`src/rtl/fp_types_pkg.sv`:
```
// Shared types for the FP issue path: the decoded-op record that fp_decoder
// hands downstream, the OP-FP major opcode and the FMA opcode-group test.
package fp_types_pkg;

  localparam int FPR_W = 5;
  localparam logic [6:0] OPC_OP_FP = 7'b1010011;

  typedef struct packed {
    logic [6:0]        fp_op;
    logic [FPR_W-1:0]  rs1;
    logic [FPR_W-1:0]  rs2;
    logic [FPR_W-1:0]  rs3;
    logic [FPR_W-1:0]  rd;
    logic signed [11:0] offset;
    logic              fp_read;
    logic              fp_write;
    logic [2:0]        rm;
  } fp_dec_op_t;

  // FMADD/FMSUB/FNMSUB/FNMADD all match 100xx11; bits [3:2] select the variant.
  function automatic logic is_fma(input logic [6:0] fp_op);
    return (fp_op & 7'b111_0011) == 7'b100_0011;
  endfunction

endpackage

```
`src/rtl/fp_scoreboard.sv`:
```
// Busy-bit scoreboard for FP architectural registers. One set port (issue of
// an FP-writing op) and one clear port (writeback). Queries see the
// writeback-adjusted view so a same-cycle writeback releases a stall.
module fp_scoreboard
  import fp_types_pkg::*;
#(
  parameter int NUM_FPR = 32
) (
  input  logic                  clk,
  input  logic                  rst,
  input  logic                  set_en,
  input  logic [FPR_W-1:0]      set_idx,
  input  logic                  clr_en,
  input  logic [FPR_W-1:0]      clr_idx,
  input  logic [3:0][FPR_W-1:0] q_idx,
  output logic [3:0]            q_busy
);

  logic [NUM_FPR-1:0] busy;
  logic [NUM_FPR-1:0] set_mask;
  logic [NUM_FPR-1:0] clr_mask;
  logic [NUM_FPR-1:0] busy_eff;

  // One-hot set/clear masks and the writeback-adjusted busy view.
  always_comb begin
    set_mask = '0;
    clr_mask = '0;
    if (set_en) set_mask[set_idx] = 1'b1;
    if (clr_en) clr_mask[clr_idx] = 1'b1;
    busy_eff = busy & ~clr_mask;
  end

  // Hazard lookups for the head op's rs1/rs2/rs3/rd.
  always_comb begin
    q_busy = '0;
    for (int i = 0; i < 4; i++) begin
      q_busy[i] = busy_eff[q_idx[i]];
    end
  end

  // Clear first, then set, so an issue to the register being retired keeps it busy.
  always_ff @(posedge clk or negedge rst) begin
    if (!rst) begin
      busy <= '0;
    end else begin
      busy <= (busy & ~clr_mask) | set_mask;
    end
  end

endmodule

```
`src/rtl/fp_issue_queue.sv`:
```
// In-order FP issue queue: small FIFO of decoded ops, head released to the
// execute unit only when free of RAW/WAW hazards on FP registers.
// Optional feature macro: FP_ISSUE_FLUSH_EN adds a flush port that empties
// the FIFO (scoreboard untouched, in-flight ops still write back).
module fp_issue_queue
  import fp_types_pkg::*;
#(
  parameter int DEPTH   = 4,
  parameter int NUM_FPR = 32
) (
  input  logic                   clk,
  input  logic                   rst,
  input  logic                   in_valid,
  output logic                   in_ready,
  input  fp_dec_op_t             in_op,
  output logic                   iss_valid,
  input  logic                   iss_ready,
  output fp_dec_op_t             iss_op,
  input  logic                   wb_valid,
  input  logic [FPR_W-1:0]       wb_rd,
`ifdef FP_ISSUE_FLUSH_EN
  input  logic                   flush,
`endif
  output logic [$clog2(DEPTH):0] count
);

  localparam int PW = $clog2(DEPTH);
  localparam int CW = PW + 1;

  fp_dec_op_t mem [DEPTH];
  logic [PW-1:0] wr_ptr;
  logic [PW-1:0] rd_ptr;
  fp_dec_op_t head;
  logic not_empty;
  logic enq;
  logic deq;
  logic flush_i;
  logic hazard;
  logic chk_rs1;
  logic chk_rs2;
  logic chk_rs3;
  logic chk_rd;
  logic [3:0][FPR_W-1:0] q_idx;
  logic [3:0] q_busy;

`ifdef FP_ISSUE_FLUSH_EN
  assign flush_i = flush;
`else
  assign flush_i = 1'b0;
`endif

  // Head op decode and handshake qualification.
  always_comb begin
    head      = mem[rd_ptr];
    not_empty = (count != '0);
    in_ready  = (count != CW'(DEPTH));
    // Integer-source OP-FP ops (e.g. FCVT.S.W) still check rs1; the extra stall is harmless.
    chk_rs1   = (head.fp_op == OPC_OP_FP) || is_fma(head.fp_op);
    chk_rs2   = head.fp_read;
    chk_rs3   = is_fma(head.fp_op);
    chk_rd    = head.fp_write;
    q_idx[0]  = head.rs1;
    q_idx[1]  = head.rs2;
    q_idx[2]  = head.rs3;
    q_idx[3]  = head.rd;
    hazard    = (chk_rs1 && q_busy[0]) || (chk_rs2 && q_busy[1]) ||
                (chk_rs3 && q_busy[2]) || (chk_rd && q_busy[3]);
    iss_valid = not_empty && !hazard && !flush_i;
    // Memory contents are not reset, so present zeros while the queue is empty.
    iss_op    = not_empty ? head : '0;
    enq       = in_valid && in_ready && !flush_i;
    deq       = iss_valid && iss_ready;
  end

  fp_scoreboard #(
    .NUM_FPR (NUM_FPR)
  ) u_sb (
    .clk     (clk),
    .rst     (rst),
    .set_en  (deq && head.fp_write),
    .set_idx (head.rd),
    .clr_en  (wb_valid),
    .clr_idx (wb_rd),
    .q_idx   (q_idx),
    .q_busy  (q_busy)
  );

  // Entry storage; only the pointers need reset.
  always_ff @(posedge clk) begin
    if (enq) mem[wr_ptr] <= in_op;
  end

  // Pointer and occupancy tracking; flush wins over any same-cycle enqueue.
  always_ff @(posedge clk or negedge rst) begin
    if (!rst) begin
      wr_ptr <= '0;
      rd_ptr <= '0;
      count  <= '0;
    end else if (flush_i) begin
      wr_ptr <= '0;
      rd_ptr <= '0;
      count  <= '0;
    end else begin
      if (enq) wr_ptr <= wr_ptr + PW'(1);
      if (deq) rd_ptr <= rd_ptr + PW'(1);
      case ({enq, deq})
        2'b10:   count <= count + CW'(1);
        2'b01:   count <= count - CW'(1);
        default: ;
      endcase
    end
  end

endmodule

```
`config.mk`:
```
export PLATFORM = sky130hd
export DESIGN_NAME = fp_issue_queue
export DESIGN_NICKNAME = d
export VERILOG_FILES = /design/src/rtl/fp_types_pkg.sv /design/src/rtl/fp_scoreboard.sv /design/src/rtl/fp_issue_queue.sv
export SDC_FILE = /design/constraint.sdc
export NUM_CORES = 1
export LEC_CHECK = 0
export CAP_MARGIN = 20
export CORE_AREA = 2 2 156 158
export DETAILED_ROUTE_END_ITERATION = 10
export DIE_AREA = 0 0 158 160
export HOLD_SLACK_MARGIN = 0.1
export PLACE_DENSITY_LB_ADDON = 0.15
export SYNTH_ARGS = -nofsm -noshare
export SYNTH_HDL_FRONTEND = slang
export SYNTH_SLANG_ARGS = --single-unit
```
`constraint.sdc`:
```
create_clock -name clk -period 7.4 [get_ports clk]
set_input_delay 0.74 -clock clk [delete_from_list [all_inputs] [get_ports clk]]
set_output_delay 0.74 -clock clk [all_outputs]
set_load 0.01 [all_outputs]
```
==> results of run 1 <==
==> area by class of cell <==
cell class              instances  area (um^2)
fillers                      2043        11400
flip-flops and latches        215         6270
multi-input cells             458         3920
repair buffers                111         1080
clock buffers                  32          609
well taps                     324          405
clock inverters                10         91.3
inverters                      17         63.8
==> per-stage QoR <==
stage / power (uW) / cell area (um^2) / worst slack (ps) / std cells / hold slack [ps]
finish: 5780 / 12400 / 1530 / 1167 / 363
global placement: 4700 / 11700 / 2130 / 1125 / 521
floorplan: 3620 / 10500 / 3560 / 729 / 444
detailed placement: 4700 / 11700 / 2100 / 1125 / 535
CTS: 5790 / 12400 / 1590 / 1167 / 376
global route: 6080 / 12400 / 1350 / 1167 / 429
==> metal layers <==
| metal | part of all wire, % | up-vias |
|---|---|---|
| met2 | 45 | 351 |
| met1 | 42 | 3449 |
| met5 | 0 | - |
| li1 | - | 3068 |
| met4 | 5.5 | 0 |
| met3 | 8.0 | 85 |
==> cells by family (layout without fill, tap and decap cells) <==
kind of cell	count (synthesis)	after routing
xor gates and xnor gates	12	12
AOI/OAI and AO/OA	134	134
muxes	117	117
DFF	215	215
buffers and inverters	56	170
adders and majority gates	6	6
and+or+nand+nor	189	189
==> power groups by stage <==
stage	sequential (uW)	clock (uW)	combinational, uW
finish	1870	1080	2830
global route	1900	1150	3030
CTS	1870	1100	2820
detailed placement	1890	0	2810
floorplan	1770	0	1850
global placement	1880	0	2820
==> path summary, 6_finish.rpt <==
path / endpoint / cells past startpoint / slack [ps]
setup / recovery: iss_valid / 8 / 1530
max in group asynchronous: rd_ptr[0] / 1 / 6360
min in group clk: count[2] / 1 / 540
hold reg to reg: count[2] / 1 / 540
hold / removal: u_sb.busy[26] / 1 / 360
setup reg to reg: count[2] / 14 / 2110
==> cells in the mapped netlist (9+ instances only) <==
library cell | n | area share (%)
edfxtp_1 | 176 | 51
dfrtp_1 | 39 | 9.3
nand3_1 | 12 | 0.57
clkbuf_1 | 14 | 0.50
o21ai_0 | 67 | 3.2
o22ai_1 | 11 | 0.66
nand2b_1 | 11 | 0.66
mux2i_1 | 67 | 6.4
buf_2 | 12 | 0.57
nor2_1 | 31 | 1.1
nand2_1 | 33 | 1.2
nor4_1 | 9 | 0.54
mux4_2 | 44 | 9.5
nor2b_1 | 41 | 2.5
inv_1 | 17 | 0.61
a211oi_1 | 12 | 0.86
==> worst reg2reg max path: stages (launching register included) <==
cell and delay [ps]:
dfrtp_4 710, mux4_2 900, xnor2_2 720, a211oi_1 170, nor4_1 460, nor4_1 130
a211oi_1 250, and4_1 570, and2_4 270, ha_1 180, inv_1 60, fa_1 370
xor2_1 150, nor2_1 110, xor2_1 150
==> registers in the layout, summed over array words and instances (netlist names) <==
name and count:
wr_ptr 2, rd_ptr 2, u_sb.busy 32, count 3, mem 176
==> flow_metrics.tcl, run 1 <==
set metrics [dict create \
    status "complete, no violations" \
    setup_viol 0 \
    gp_congestion 1.07 \
    synth_fa_ha_area_share_pct 0.790 \
    fin_crit_ps 5870 \
    clock_skew_ps 11.3 \
    path_clk_slew_ps 60 \
    p_leak_uw 0.00430 \
    grt_pass1_vias 7097 \
    muxShareOfSynthArea_pct 16.7 \
    clock_path_buffers 3 \
    synth_top_family_by_area "multiplexers" \
    ios 103 \
    via_per_inst 5.96 \
    layout_commonest_cell "edfxtp_1" \
    end_kind "output port" \
    post_synth.cell_area_avg_um2 14.3 \
    antenna_left 0 \
    worst_path_dominant_cell_family "simple AND/OR/NAND/NOR gates" \
    insertion_delay_ps 530 \
    max_stage_delay_ps 870 \
    ys_seq_area_share_pct 59.9 \
    die_w_um 158 \
    vias 6953 \
    p_sw_uw 2320 \
    cap_violations 0 \
    start_util_pct 43.9 \
    syn_nets 789 \
    finalCritPeriodShare_pct 79.3 \
    cts_buffers 23 \
    io_buffers 102 \
    drv_slew 0 \
    netlist-cell-type-count 61 \
    utilization_pct 52.2 \
    grt_pass1_wl_mm 43.4 \
    die-height_um 160 \
    rsz0062_at_grt "no" \
    cp_cell_sequence "mux4_2, xnor2_2, a211oi_1, nor4_1, nor4_1, a211oi_1, and4_1, clkdlybuf4s50_1" \
    coreArea_mm2 0.0238 \
    fmax_mhz 170 \
    synth_xor_area_share_pct 1.22 \
    num_antenna_cells 0 \
    cts.sinks 215 \
    max-vdd-ir-drop_mv 0.251 \
    drt_iter0_markers 658 \
    relSlewSlack_pct 37.4 \
    ys_seq_elements 215 \
    grt_antenna_before_repair 0 \
    switching_share_pct 40.1 \
    ctsResizeCount 0 \
    internal-power_uw 3470 \
    path_max_fanout 21 \
    r2r_start "rd_ptr[0]" \
    top_usage_layer "met2" \
    arrival_ps 5130 \
    dieArea_mm2 0.0253 \
    syn_inst 729 \
    worstPathRequired_ps 6660 \
    worstSetupStartpoint "rd_ptr[0]" \
    use_met3_pct 4.48 \
    drcViolationCount 0 \
    cts_tree "built" \
    grtUsageTotal_pct 22.9 \
    grt_max_degree 45 \
    synth_warnings 0 \
    synth_area_mm2 0.0105 \
    seq_power_share_pct 32.3 \
    fin_setup_tns_ps 0 \
    clock_power_share_pct 18.7 \
    drive_gt1_share_pct 13.4 \
    wire_per_inst_um 24.5 \
    fin_nets 886 \
    grt_use_met2_pct 34.2 \
    htree_levels 1 \
    final_cell_mix "176 x edfxtp_1, 101 x clkdlybuf4s50_1, 67 x mux2i_1, 67 x o21ai_0, 44 x mux4_2" \
    overflow 0 \
    synth-edff-count 176 \
    powerDensity_mw_per_mm2 465 \
    start_kind "flip-flop" \
    areaGrowthSynthToFinish_pct 19.0 \
    timing.critical_path.buf_inv 1 \
    path_class "flip-flop to output port" \
    use_met1_pct 32.3 \
    post-cts-setup-buffers 0 \
    finalHoldViolCount 0 \
    hpwl_mm 18.8 \
    synth-main-ff-cell "edfxtp_1" \
    wl_mm 28.6 \
    fp-row-count 57 \
    worstMarginPinSlew_ps 939 \
    ys_async_sr_fraction_pct 18.1 \
    synth_compound_area_share_pct 8.21 \
    cp_slowest_cell "mux4_2" \
    synthSimpleGateAreaFrac_pct 10.5 \
    firstDrtPassIters 8 \
    hold_buffers 0 \
    cts-root-buf "clkbuf_16" \
    hp-class "primary input to asynchronous set/reset pin" \
    p_comb_share_pct 49.0 \
]
Power figures use the tool's default switching activity.
==> run 2, diff against run 1 <==
==> constraint.sdc (replaced) <==
create_clock -name clk -period 5.99 [get_ports clk]
set_input_delay 0.599 -clock clk [delete_from_list [all_inputs] [get_ports clk]]
set_output_delay 0.599 -clock clk [all_outputs]
set_load 0.01 [all_outputs]
==> flow_metrics.tcl, run 2 (synthesis gave the netlist of run 1 again) <==
set metrics [dict create \
    wl_mm 28.7 \
    hold_buffers 0 \
    insertion_delay_ps 510 \
    path_clk_slew_ps 60 \
    antenna_left 0 \
    post-cts-setup-buffers 0 \
    final_cell_mix "176 x edfxtp_1, 101 x clkdlybuf4s50_1, 67 x mux2i_1, 67 x o21ai_0, 44 x mux4_2" \
    grt_pass1_wl_mm 43.9 \
    largest_register_ffs 176 \
    fin_crit_ps 5410 \
    cts_buffers 23 \
    grt_max_degree 45 \
    regMostFlops "mem" \
    end_kind "output port" \
    grt_pass1_vias 7223 \
    cap_violations 0 \
    worstPathRequired_ps 5390 \
    hold_ws_ps 237 \
    start_util_pct 43.9 \
    clock_path_buffers 3 \
    grt_antenna_before_repair 0 \
    hpwl_mm 19.6 \
    grtUsageTotal_pct 23.2 \
    htree_levels 1 \
    path_max_fanout 25 \
    cts.sinks 215 \
    drcViolationCount 0 \
    coreArea_mm2 0.0238 \
    fin_nets 893 \
    setup_viol 0 \
    clock_power_share_pct 19.1 \
    status "complete, no violations" \
    p_comb_share_pct 48.6 \
    clock_skew_ps 10.6 \
    p_sw_uw 2840 \
    arrival_ps 4810 \
    drt_iter0_markers 478 \
    fp-row-count 57 \
    drv_slew 0 \
    seq_power_share_pct 32.3 \
    start_kind "flip-flop" \
    relSlewSlack_pct 36.3 \
    fin_total_pwr_uw 7190 \
    wire_per_inst_um 24.5 \
    powerDensity_mw_per_mm2 574 \
    timing.critical_path.buf_inv 2 \
    fmax_mhz 185 \
    drive_gt1_share_pct 14.8 \
    max-vdd-ir-drop_mv 0.304 \
    hp-class "primary input to asynchronous set/reset pin" \
    fin_setup_tns_ps 0 \
    p_leak_uw 0.00434 \
    rsz0062_at_grt "no" \
    largest_registers "mem (176), u_sb.busy (32), count (3)" \
    cp_slowest_cell "mux4_2" \
    finalCritPeriodShare_pct 90.3 \
    switching_share_pct 39.5 \
    internal-power_uw 4350 \
    finalHoldViolCount 0 \
    fillers 2028 \
    path_class "flip-flop to output port" \
    die-height_um 160 \
    dieArea_mm2 0.0253 \
    worstMarginPinSlew_ps 955 \
    areaGrowthSynthToFinish_pct 19.8 \
    vias 7006 \
    die_w_um 158 \
    cts_tree "built" \
    max_stage_delay_ps 900 \
    via_per_inst 5.97 \
    cp_cell_sequence "mux4_2, xnor2_2, a211oi_1, nor4_1, nor4_1, a211oi_1, and4_1, buf_4, clkdlybuf4s50_1" \
    worst_path_dominant_cell_family "multiplexers" \
    gp_congestion 0.977 \
    num_antenna_cells 0 \
    io_buffers 102 \
    ctsResizeCount 0 \
    cts-root-buf "clkbuf_16" \
    overflow 0 \
    firstDrtPassIters 6 \
    layout_commonest_cell "edfxtp_1" \
    ios 103 \
]
## run 2: per-layer routing
layer	part of all wire [%]	wire length (um)	track usage, %
met1	42	12000	32.2
met2	47	13400	36.3
met3	7.7	2220	4.72
met4	3.6	1040	8.39
met5	0	0	0
## run 2: path summary, 6_finish.rpt
| path | from | endpoint | slack (ps) | depth (start not counted) |
|---|---|---|---|---|
| max | rd_ptr[0] | iss_valid | 580 | 9 |
| min | rst | u_sb.busy[27] | 240 | 1 |
| max reg2reg | rd_ptr[0] | count[2] | 1160 | 14 |
| min reg2reg | count[0] | count[0] | 570 | 1 |
| min in group clk | count[0] | count[0] | 570 | 1 |
| max in group asynchronous | rst | rd_ptr[0] | 5050 | 1 |
## run 2: final cells by class
| class | count | area (um^2) | share of cell area (%) |
|---|---|---|---|
| Timing Repair Buffer | 118 | 1140 | 9.07 |
| Clock inverter | 15 | 146 | 1.17 |
| Tap cell | 324 | 405 | 3.24 |
| Multi-Input combinational cell | 458 | 3920 | 31.3 |
| Clock buffer | 26 | 587 | 4.68 |
| Sequential cell | 215 | 6270 | 50.0 |
| Inverter | 17 | 63.8 | 0.509 |
## run 2: through the flow
stage / instance area [um^2] / instances / util [%] / setup slack [ps]
after floorplan: 10500 / 729 / - / 2290
after global placement: 11800 / 1131 / 49.5 / 1090
after detailed placement: 11800 / 1132 / 49.5 / 1130
after CTS: 12500 / 1173 / 52.6 / 570
after global routing: 12500 / 1173 / 52.6 / 328
final: 12500 / 1173 / 52.6 / 579
## run 2: power groups by stage
stage | logic (uW) | clock network, uW | registers, uW
6_report | 3500 | 1370 | 2320
5_1_grt | 3740 | 1470 | 2370
4_1_cts | 3500 | 1400 | 2320
3_5_place_dp | 3480 | 0 | 2360
3_3_place_gp | 3490 | 0 | 2330
2_1_floorplan | 2290 | 0 | 2190
